[config.mk]
export PLATFORM = sky130hd
export DESIGN_NAME = result_bus_scheduler
export DESIGN_NICKNAME = d
export VERILOG_FILES = /design/src/rtl/result_bus_scheduler.sv
export SDC_FILE = /design/constraint.sdc
export NUM_CORES = 1
export LEC_CHECK = 0
export CAP_MARGIN = 40
export CORE_MARGIN = 1
export CORE_UTILIZATION = 45
export DETAILED_ROUTE_END_ITERATION = 16
export HOLD_SLACK_MARGIN = 0.06
export PLACE_DENSITY = 0.79
export SLEW_MARGIN = 20
export SYNTH_ARGS = -nofsm -noshare
export SYNTH_HDL_FRONTEND = slang
export SYNTH_SLANG_ARGS = --single-unit
[constraint.sdc]
create_clock -name clock -period 4.5 [get_ports clock]
set_clock_uncertainty 0.05 [all_clocks]
set_input_delay 0.9 -clock clock [delete_from_list [all_inputs] [get_ports clock]]
set_output_delay 0.9 -clock clock [all_outputs]
set_load 0.02 [all_outputs]
[src/rtl/result_bus_scheduler.sv]
// result_bus_scheduler
//
// Round-robin arbiter that shares BUS_COUNT result broadcast buses among
// STATION_COUNT producing stations. Each cycle up to BUS_COUNT ready stations
// are granted, scanning from a rotating priority pointer; the granted results
// are driven onto the buses from registers one cycle later.
//
// Ports
//   clock          rising-edge clock
//   reset_n        asynchronous active-low reset
//   flush          synchronous flush: no grants this cycle, buses and pointer
//                  clear at the next edge
//   station_ready  per-station request (must come from station registers)
//   station_value  per-station result value, valid while ready is high
//   station_grant  per-station combinational grant for the current cycle
//   bus_asserted   per-bus registered valid
//   bus_source     per-bus registered index of the producing station
//   bus_value      per-bus registered broadcast value
module result_bus_scheduler #(
  parameter int SIZE          = 32,
  parameter int STATION_COUNT = 4,
  parameter int BUS_COUNT     = 2,
  localparam int STATION_INDEX_SIZE = $clog2(STATION_COUNT)
) (
  input  logic                          clock,
  input  logic                          reset_n,
  input  logic                          flush,
  input  logic                          station_ready [0:STATION_COUNT-1],
  input  logic [SIZE-1:0]               station_value [0:STATION_COUNT-1],
  output logic                          station_grant [0:STATION_COUNT-1],
  output logic                          bus_asserted  [0:BUS_COUNT-1],
  output logic [STATION_INDEX_SIZE-1:0] bus_source    [0:BUS_COUNT-1],
  output logic [SIZE-1:0]               bus_value     [0:BUS_COUNT-1]
);

  localparam int SW = STATION_INDEX_SIZE;

  logic [SW-1:0]   ptr;
  logic            sel_vld_p0 [0:BUS_COUNT-1];
  logic [SW-1:0]   sel_src_p0 [0:BUS_COUNT-1];
  logic [SIZE-1:0] sel_val_p0 [0:BUS_COUNT-1];
  logic            any_p0;
  logic [SW-1:0]   last_p0;
  logic [SW-1:0]   ptr_nxt_p0;

  // Stage p0: combinational grant selection.
  // Bus k takes the first ready station (in rotated order from ptr) not yet
  // claimed by a lower-numbered bus, so bus k ends up with the k-th ready
  // station found. The rotated position is reduced modulo STATION_COUNT so
  // non-power-of-two station counts wrap correctly.
  always_comb begin : grant_scan
    logic          req   [0:STATION_COUNT-1];
    logic          taken [0:STATION_COUNT-1];
    logic [SW:0]   pos;
    logic [SW-1:0] idx;
    logic          found;

    pos     = '0;
    idx     = '0;
    found   = 1'b0;
    any_p0  = 1'b0;
    last_p0 = '0;
    for (int i = 0; i < STATION_COUNT; i++) begin
      // Flush and reset both suppress every request, hence every grant.
      req[i]   = station_ready[i] & ~flush & reset_n;
      taken[i] = 1'b0;
    end
    for (int k = 0; k < BUS_COUNT; k++) begin
      sel_vld_p0[k] = 1'b0;
      sel_src_p0[k] = '0;
      sel_val_p0[k] = '0;
    end

    for (int k = 0; k < BUS_COUNT; k++) begin
      found = 1'b0;
      for (int i = 0; i < STATION_COUNT; i++) begin
        pos = {1'b0, ptr} + (SW+1)'(i);
        if (pos >= (SW+1)'(STATION_COUNT)) begin
          pos = pos - (SW+1)'(STATION_COUNT);
        end
        idx = pos[SW-1:0];
        if (!found && req[idx] && !taken[idx]) begin
          found         = 1'b1;
          taken[idx]    = 1'b1;
          sel_vld_p0[k] = 1'b1;
          sel_src_p0[k] = idx;
          sel_val_p0[k] = station_value[idx];
          any_p0        = 1'b1;
          last_p0       = idx;
        end
      end
    end

    for (int i = 0; i < STATION_COUNT; i++) begin
      station_grant[i] = taken[i];
    end
  end

  // Next pointer starts just past the last station granted this cycle.
  assign ptr_nxt_p0 = (last_p0 == SW'(STATION_COUNT - 1)) ? '0 : last_p0 + 1'b1;

  // Stage p1: bus registers and pointer. Buses reload every cycle, so a
  // result is asserted for exactly one cycle per grant.
  always_ff @(posedge clock or negedge reset_n) begin
    if (!reset_n) begin
      ptr <= '0;
      for (int k = 0; k < BUS_COUNT; k++) begin
        bus_asserted[k] <= 1'b0;
        bus_source[k]   <= '0;
        bus_value[k]    <= '0;
      end
    end else if (flush) begin
      ptr <= '0;
      for (int k = 0; k < BUS_COUNT; k++) begin
        bus_asserted[k] <= 1'b0;
        bus_source[k]   <= '0;
        bus_value[k]    <= '0;
      end
    end else begin
      if (any_p0) begin
        ptr <= ptr_nxt_p0;
      end
      for (int k = 0; k < BUS_COUNT; k++) begin
        bus_asserted[k] <= sel_vld_p0[k];
        bus_source[k]   <= sel_src_p0[k];
        bus_value[k]    <= sel_val_p0[k];
      end
    end
  end

endmodule

# Word-level counts from Yosys, hierarchy flattened

Cells that the tools add are included.

Bits in registers: 72
Output and inout bits: 74

$add $sub $neg: 8
$lt $le $gt $ge: 12
Eq/ne operators: 1
Multiplexer cells: 106
Bitwise operators: 20
Reduce and logical (&&, ||, !) cells: 33

Operator list:

| kind                | number |
|---|---|
| $mux 32             | 16 |
| $bmux 32 s2         | 4 |
| $mux 64             | 1 |
| $mux 1              | 40 |
| $mux 2              | 20 |
| $mux 4              | 9 |
| $or 4x4->4          | 7 |
| $bmux 1 s2          | 12 |
| $ge 3x3->1 const B  | 7 |
| $logic_and 1x1->1   | 18 |
| $logic_not 1->1     | 14 |
| $lt 3x1->1 const B  | 4 |
| $not 2->3           | 4 |
| $and 1x1->1         | 8 |
| $demux 1 s2         | 4 |
| $sub 2x1->2 const B | 4 |
| $add 2x2->3 const B | 2 |
| $add 2x1->3 const B | 1 |
| $ge 2x3->1 const B  | 1 |
| $add 2x1->2 const B | 1 |
| $eq 2x2->1 const B  | 1 |
| $reduce_bool 2->1   | 1 |
| $not 1->1           | 1 |

# Logic depth before layout (Yosys ltp)

Gate-level depths: netlist (run 1).

Word-level depth: 55
Gate-level depth with buffers: 17
Mapped depth without buffers: 12

# Worst setup path after synthesis (run 1)

No wires, ideal clock.

Kind: register to output
From: register ptr[0]
To: output station_grant[0] (netlist bit)
Arrival time: 4.037 ns
Data required time: 3.550 ns
Slack: -0.487 ns
Stages on the path, launching flop included: 16
Buffers on the path: 4
Path through: dfrtp_1 buf_6 buf_4 clkinv_1 ha_1 or3b_1 a2111oi_2 o21ai_0 a311oi_1 nor3_2 and2_1 buf_2 nand2_2 nand3_1 buf_2 o221ai_1

RTL lines:

| element                | line | text |
|---|---|---|
| start, declared        | 38   | `logic [SW-1:0] ptr;` |
| start signal, assigned | 121  | `ptr <= ptr_nxt_p0;` |
| end, declared          | 30   | `output logic station_grant [0:STATION_COUNT-1],` |

==> impl_metrics.env, run 1 <==
export IMPL_drc=0
export IMPL_fin_hold_ws_ns=0.427
export IMPL_synth_top_area_share_pct=38.1
export IMPL_yosys_warnings=0
export IMPL_final_core_util_pct=67.3
export IMPL_finalMaxSlewViolations=0
export IMPL_grt_pass1_vias=7613
export IMPL_slowest_stage="or3b_4"
export IMPL_synth_area_leaders="mux4_2, dfrtp_1, a22oi_1, o21ai_0, a31oi_1"
export IMPL_area_growth_pct=45.6
export IMPL_synth_largest_area_cell="mux4_2"
export IMPL_p_int_uw=4200
export IMPL_fin_tns_setup_ns=-0.00748
export IMPL_die_w_um=133
export IMPL_drt_pass1_iterations=5
export IMPL_power_frac_seq_pct=13.9
export IMPL_diodes=0
export IMPL_syn_instance_count=675
export IMPL_crit_type="input pin to primary output"
export IMPL_cts_buffer_depth=2
export IMPL_critPathTopFamily="compound AO/OA/AOI/OAI gates"
export IMPL_place_ws_ns=-0.840
export IMPL_grt_max_degree=139
export IMPL_failed_checks="setup timing"
export IMPL_core_region_area_um2=16600
export IMPL_drt_iter0_markers=701
export IMPL_clk_latency_ns=0.34
export IMPL_cts_tree="built"
export IMPL_cts_hold_buf=0
export IMPL_syn_avg_cell_area_um2=11.4
export IMPL_worst_slew_pin_slew_ns=0.898
export IMPL_slew_headroom_pct=40.2
export IMPL_synth_seq_area_share_pct=23.4
export IMPL_ant_nets=0
export IMPL_synth_edf_count=0
export IMPL_drt_wirelength_per_cell_um=22.3
export IMPL_drive_above_1_share_pct=35.0
export IMPL_swShare_pct=43.3
export IMPL_crit_path_max_fanout=7
export IMPL_n_fill_cell=1249
export IMPL_synth_nets=817
export IMPL_cts_sinks=72
export IMPL_p_comb_share_pct=75.9
export IMPL_switching_power_uw=3200
export IMPL_ys_dominant_reg_cell="dfrtp_1"
export IMPL_synthArstFlopShare_pct=100
export IMPL_gp_congestion=0.959
export IMPL_cp_cell_sequence="buf_6 -> or3b_4 -> o22a_4 -> mux2i_4 -> a221oi_4 -> buf_4 -> nor4_4 -> o311ai_2 -> nand2_2 -> buf_4 -> o221ai_4 -> buf_6"
export IMPL_maxCapViolCount=0
export IMPL_end_kind="primary output"
export IMPL_die_y_um=133
export IMPL_io_buffers=208
export IMPL_min_period_ns=4.51
export IMPL_p_leak_uw=0.00399
export IMPL_setup_slack_ns=-0.00748
export IMPL_grt_pass1_wl_mm=40.2
export IMPL_p_per_area_nw_per_um2=660
export IMPL_netlist_area_um2=7690
export IMPL_max_freq_mhz=222
export IMPL_die_area_um2=17600
export IMPL_vdd_ir_drop_max_v=0.000478
export IMPL_start_util_pct=46.2
export IMPL_track_usage_pct=29.3
export IMPL_path_buf_inv=4
export IMPL_cp_data_required_time_ns=3.55
export IMPL_grt_overflow=0
export IMPL_status="complete, but fails checks"
export IMPL_slowest_delay_ns=0.39
export IMPL_wl_mm=25.7
export IMPL_clk_pin_slew_ns=0.06
export IMPL_num_rows=47
export IMPL_dr_total_vias=7815
export IMPL_hold_class="input pin to asynchronous set/reset pin"
export IMPL_cp_start_kind="input pin"
export IMPL_viasPerCell=6.78
export IMPL_io_pins=209
export IMPL_p_clk_share_pct=10.2
export IMPL_setup_violations=1
export IMPL_finalHoldViolCount=0
export IMPL_cts_htree_levels=3
export IMPL_dp_hpwl_mm=17.3
export IMPL_cp_arrival_ns=3.56
export IMPL_fin_nets=1069
export IMPL_ys_types=71
export IMPL_numCtsBuffers=9
export IMPL_antenna_found_initial=0
export IMPL_min_period_over_period_pct=100
export IMPL_cts_root_buf="clkbuf_16"
export IMPL_ys_ff_latch=72
export IMPL_power_uw=7400
export IMPL_rsz0062_at_grt="true"
[cell usage after synthesis (5+ instances only)]
| master | count |
|---|---|
| a31oi_1 | 34 |
| o211ai_1 | 5 |
| mux4_2 | 130 |
| nand2_1 | 45 |
| buf_1 | 13 |
| a21oi_1 | 8 |
| o21ai_0 | 43 |
| nor2_1 | 47 |
| buf_2 | 17 |
| nand3b_1 | 6 |
| and2_1 | 6 |
| clkbuf_1 | 43 |
| a22oi_1 | 96 |
| inv_1 | 7 |
| nand3_1 | 9 |
| ha_1 | 7 |
| dfrtp_1 | 72 |
[area by class of cell]
class / instances / area, µm² / area share, %
flip-flops and latches: 72 / 1810 / 16.2
clock buffers: 11 / 253 / 2.26
clock inverters: 5 / 53.8 / 0.481
well taps: 220 / 275 / 2.46
repair buffers: 319 / 2980 / 26.7
multi-input cells: 517 / 5780 / 51.7
inverters: 8 / 37.5 / 0.335
[metal layers]
layer  part of all wire, %  vias to the layer above  wire length, µm  global-route usage [%]
li1                      -                     3346                -                       -
met4                   2.6                        0              663                    9.96
met3                   9.5                       60             2430                    6.05
met5                     0                        -                0                       0
met1                    38                     3877             9840                    38.2
met2                    50                      532            12800                    48.7
[power by group through the flow]
stage / combinational [µW] / clock (µW) / sequential [µW]
after floorplan: 3250 / 0 / 1360
after global placement: 5220 / 0 / 1040
after detailed placement: 5300 / 0 / 1040
after CTS: 5440 / 763 / 1030
after global routing: 5960 / 793 / 1050
final: 5610 / 756 / 1030
[cells by family (layout without fill, tap and decap cells)]
logic type               after synthesis  count (layout)  synth area share (%)
AO/OA/AOI/OAI                        229             229                  21.6
AND/OR/NAND/NOR                      143             143                  9.41
adder cells (fa/ha/maj)                7               7                  1.14
flip-flops                            72              72                  23.4
multiplexers                         138             138                  39.7
buffers and inverters                 86             343                  4.70
[through the flow]
step | cells | area [µm²]
floorplan | 675 | 7770
global placement | 1115 | 10500
detailed placement | 1116 | 10500
CTS | 1142 | 11000
global route | 1152 | 11200
finish | 1152 | 11200
[worst register-to-register path: stages, from the launching register on]
cell and delay (ns):
dfrtp_4 0.51, buf_8 0.14, or3b_4 0.37, o22a_4 0.26, mux2i_4 0.23, a221oi_4 0.38, buf_4 0.17, o21a_2 0.13
nand4_1 0.09, a311o_1 0.42, nand3_4 0.12, buf_4 0.12, buf_4 0.09, buf_4 0.37, nor2_1 0.11, a31oi_1 0.20
[state kept, by name, indices dropped and copies added, names as in the netlist]
signal / count
bus_value: 64
bus_source: 4
bus_asserted: 2
ptr: 2
[worst paths after layout]
check / from / to / slack [ns] / depth (start not counted)
min in group clock: ptr[0] / ptr[0] / 1.00 / 5
min reg2reg: ptr[0] / ptr[0] / 1.00 / 5
max reg2reg: ptr[1] / bus_value[29] / 0.64 / 15
max: flush / station_grant[0] / -0.007 / 12
max in group asynchronous: reset_n / bus_value[6] / 3.35 / 3
min: reset_n / bus_asserted[1] / 0.43 / 2
[placed cells by master (no fill, tap or decap), types with 3 or more instances in the layout]
cell type	Yosys	final
a21oi_1	8	7
a221oi_4	1	3
a22oi_1	96	96
a311o_1	3	3
a31oi_1	34	34
and2_1	6	4
buf_4	2	104
buf_6	1	8
clkbuf_16	0	9
clkdlybuf4s50_1	0	198
clkinv_2	0	3
dfrtp_1	72	70
ha_1	7	4
inv_1	7	6
mux2i_4	3	6
mux4_2	130	130
nand2_1	45	45
nand3_1	9	8
nand3b_1	6	6
nand4bb_1	3	3
nor2_1	47	45
nor3b_1	3	3
o211ai_1	5	5
o21ai_0	43	38
o21ai_1	2	3
o21ai_2	0	4
o32ai_2	1	3
or3b_4	2	4
[what timing repair did]
item	4_1_cts	5_1_grt
hold endpoints to repair	0	0
gates resized for setup	61	26
pin swaps	22	25
endpoints found under the setup margin	4	4
buffers inserted	10	10
(Power assumes the default switching activity.)
==> run 2, diff against run 1 <==
CORE_MARGIN = 2   (was 1)
==> impl_metrics.env, run 2 (synthesis results as in run 1) <==
export IMPL_status="complete, but fails checks"
export IMPL_failed_checks="setup timing"
export IMPL_wl_mm=25.9
export IMPL_hold_class="input pin to asynchronous set/reset pin"
export IMPL_io_pins=209
export IMPL_end_kind="primary output"
export IMPL_antenna_found_initial=0
export IMPL_critPathTopFamily="compound AO/OA/AOI/OAI gates"
export IMPL_core_region_area_um2=16600
export IMPL_min_period_ns=4.51
export IMPL_dp_cells=1114
export IMPL_place_ws_ns=-0.895
export IMPL_clk_pin_slew_ns=0.06
export IMPL_cts_sinks=72
export IMPL_cts_htree_levels=3
export IMPL_largest_reg_flops=64
export IMPL_grt_overflow=0
export IMPL_max_freq_mhz=222
export IMPL_setup_slack_ns=-0.0146
export IMPL_slew_headroom_pct=50.5
export IMPL_power_frac_seq_pct=13.9
export IMPL_cp_cell_sequence="buf_2 -> or3b_4 -> o22a_4 -> mux2i_4 -> a221oi_4 -> o21a_2 -> nand4_1 -> a311o_1 -> nand3_4 -> o211ai_1 -> buf_4"
export IMPL_p_comb_share_pct=74.9
export IMPL_die_y_um=135
export IMPL_numCtsBuffers=9
export IMPL_start_util_pct=46.2
export IMPL_worst_slew_pin_slew_ns=0.743
export IMPL_maxCapViolCount=0
export IMPL_num_rows=47
export IMPL_crit_path_max_fanout=6
export IMPL_fin_nets=1063
export IMPL_mostFrequentLayoutCells="clkdlybuf4s50_1, mux4_2, buf_4"
export IMPL_dr_total_vias=7735
export IMPL_p_clk_share_pct=11.2
export IMPL_slowest_delay_ns=0.43
export IMPL_dp_hpwl_mm=17.6
export IMPL_path_buf_inv=2
export IMPL_cp_start_kind="input pin"
export IMPL_vdd_ir_drop_max_v=0.000662
export IMPL_diodes=0
export IMPL_gp_congestion=0.919
export IMPL_cts_buffer_depth=2
export IMPL_wl_met3_mm=2.38
export IMPL_cp_arrival_ns=3.56
export IMPL_io_buffers=208
export IMPL_wl_met1_mm=9.81
export IMPL_layout_commonest_cell="clkdlybuf4s50_1"
export IMPL_dr_wl_met2_mm=12.8
export IMPL_grt_max_degree=65
export IMPL_die_area_um2=18100
export IMPL_p_leak_uw=0.00399
export IMPL_min_period_over_period_pct=100
export IMPL_swShare_pct=42.9
export IMPL_grt_pass1_wl_mm=41.2
export IMPL_fin_tns_setup_ns=-0.0146
export IMPL_final_instance_count_excl_fill=1146
export IMPL_cp_data_required_time_ns=3.55
export IMPL_maxUsedRoutingLayer="met4"
export IMPL_track_usage_pct=28.9
export IMPL_switching_power_uw=3190
export IMPL_ant_nets=0
export IMPL_cts_hold_buf=0
export IMPL_top_register="bus_value"
export IMPL_crit_type="input pin to primary output"
export IMPL_rsz0062_at_grt="true"
export IMPL_drt_pass1_iterations=5
export IMPL_top_regs="bus_value: 64 flops, bus_source: 4 flops"
export IMPL_drive_above_1_share_pct=34.7
export IMPL_p_int_uw=4240
export IMPL_area_growth_pct=46.2
export IMPL_drc=0
export IMPL_drt_iter0_markers=666
export IMPL_cts_tree="built"
export IMPL_die_w_um=135
export IMPL_clk_latency_ns=0.35
export IMPL_final_core_util_pct=67.5
export IMPL_finalHoldViolCount=0
export IMPL_finalMaxSlewViolations=0
export IMPL_cts_root_buf="clkbuf_16"
export IMPL_drt_wirelength_per_cell_um=22.6
export IMPL_grt_pass1_vias=7708
export IMPL_p_per_area_nw_per_um2=661
export IMPL_setup_violations=1
export IMPL_viasPerCell=6.75
export IMPL_slowest_stage="a311o_1"
-- run 2: cell count changes in the layout (fill, tap and decap cells not counted), moves of 2 or more --
cell | previous run | this run
buf_4 | 104 | 100
buf_12 | 1 | 4
buf_6 | 8 | 5
o21ai_1 | 3 | 0
buf_8 | 2 | 0
clkinv_2 | 3 | 1
ha_2 | 2 | 0
o21ai_0 | 38 | 40
o32ai_2 | 3 | 1
o32ai_4 | 0 | 2
-- run 2: layer usage --
layer  global-route usage [%]  vias to the layer above
met5                        0                        -
met4                     13.6                        0
met3                     5.29                       76
met2                     47.4                      493
met1                     37.5                     3834
li1                         -                     3332
-- run 2: timing repair --
action | 4_1_cts | 5_1_grt
resized for setup | 59 | 26
setup buffers | 9 | 7
endpoints found under the setup margin | 4 | 4
pin swaps | 18 | 16
-- run 2: worst register-to-register path, delay by kind of cell (launching register included) --
kind	cells	cell delay, ns
DFF	1	0.51
buffers and inverters	4	0.82
and+or+nand+nor	4	0.97
AOI/OAI and AO/OA	5	1.09
muxes	1	0.29
-- run 2: worst paths after layout --
path	startpoint	to	slack [ns]	cells past startpoint
max in group asynchronous	reset_n	ptr[1]	3.16	2
worst max register to register	ptr[1]	ptr[1]	0.67	14
worst min-delay path	reset_n	bus_source[3]	0.65	3
min in group clock	ptr[1]	ptr[1]	0.85	4
worst min register to register	ptr[1]	ptr[1]	0.85	4
worst max-delay path	flush	station_grant[1]	-0.01	11
-- run 2: through the flow --
| step | total power (µW) | cell area, µm² | hold WS [ns] |
|---|---|---|---|
| floorplan | 4620 | 7770 | 0.554 |
| global placement | 6200 | 10500 | 0.788 |
| detailed placement | 6320 | 10500 | 0.784 |
| CTS | 7280 | 11000 | 0.639 |
| global route | 7890 | 11200 | 0.680 |
| finish | 7430 | 11200 | 0.646 |
-- run 2: final cells by class --
class                   instances  area [µm²]
clock buffers                  12         267
clock inverters                 4        73.8
fillers                      1231        5400
inverters                       8        37.5
multi-input cells             517        5840
flip-flops and latches         72        1810
well taps                     220         275
repair buffers                313        2930
-- run 2: power groups by stage --
stage                     sequential [µW]  combinational, µW  clock, µW
after floorplan                      1360               3250          0
after global placement               1040               5160          0
after detailed placement             1040               5280          0
after CTS                            1030               5410        842
after global routing                 1050               5960        873
final                                1030               5570        831
==> run 3, diff against run 2 <==
CTS_CLUSTER_DIAMETER = 150   (was default)
==> results of run 3 <==
Final layout, timing and power as in run 2 (identical DEF).
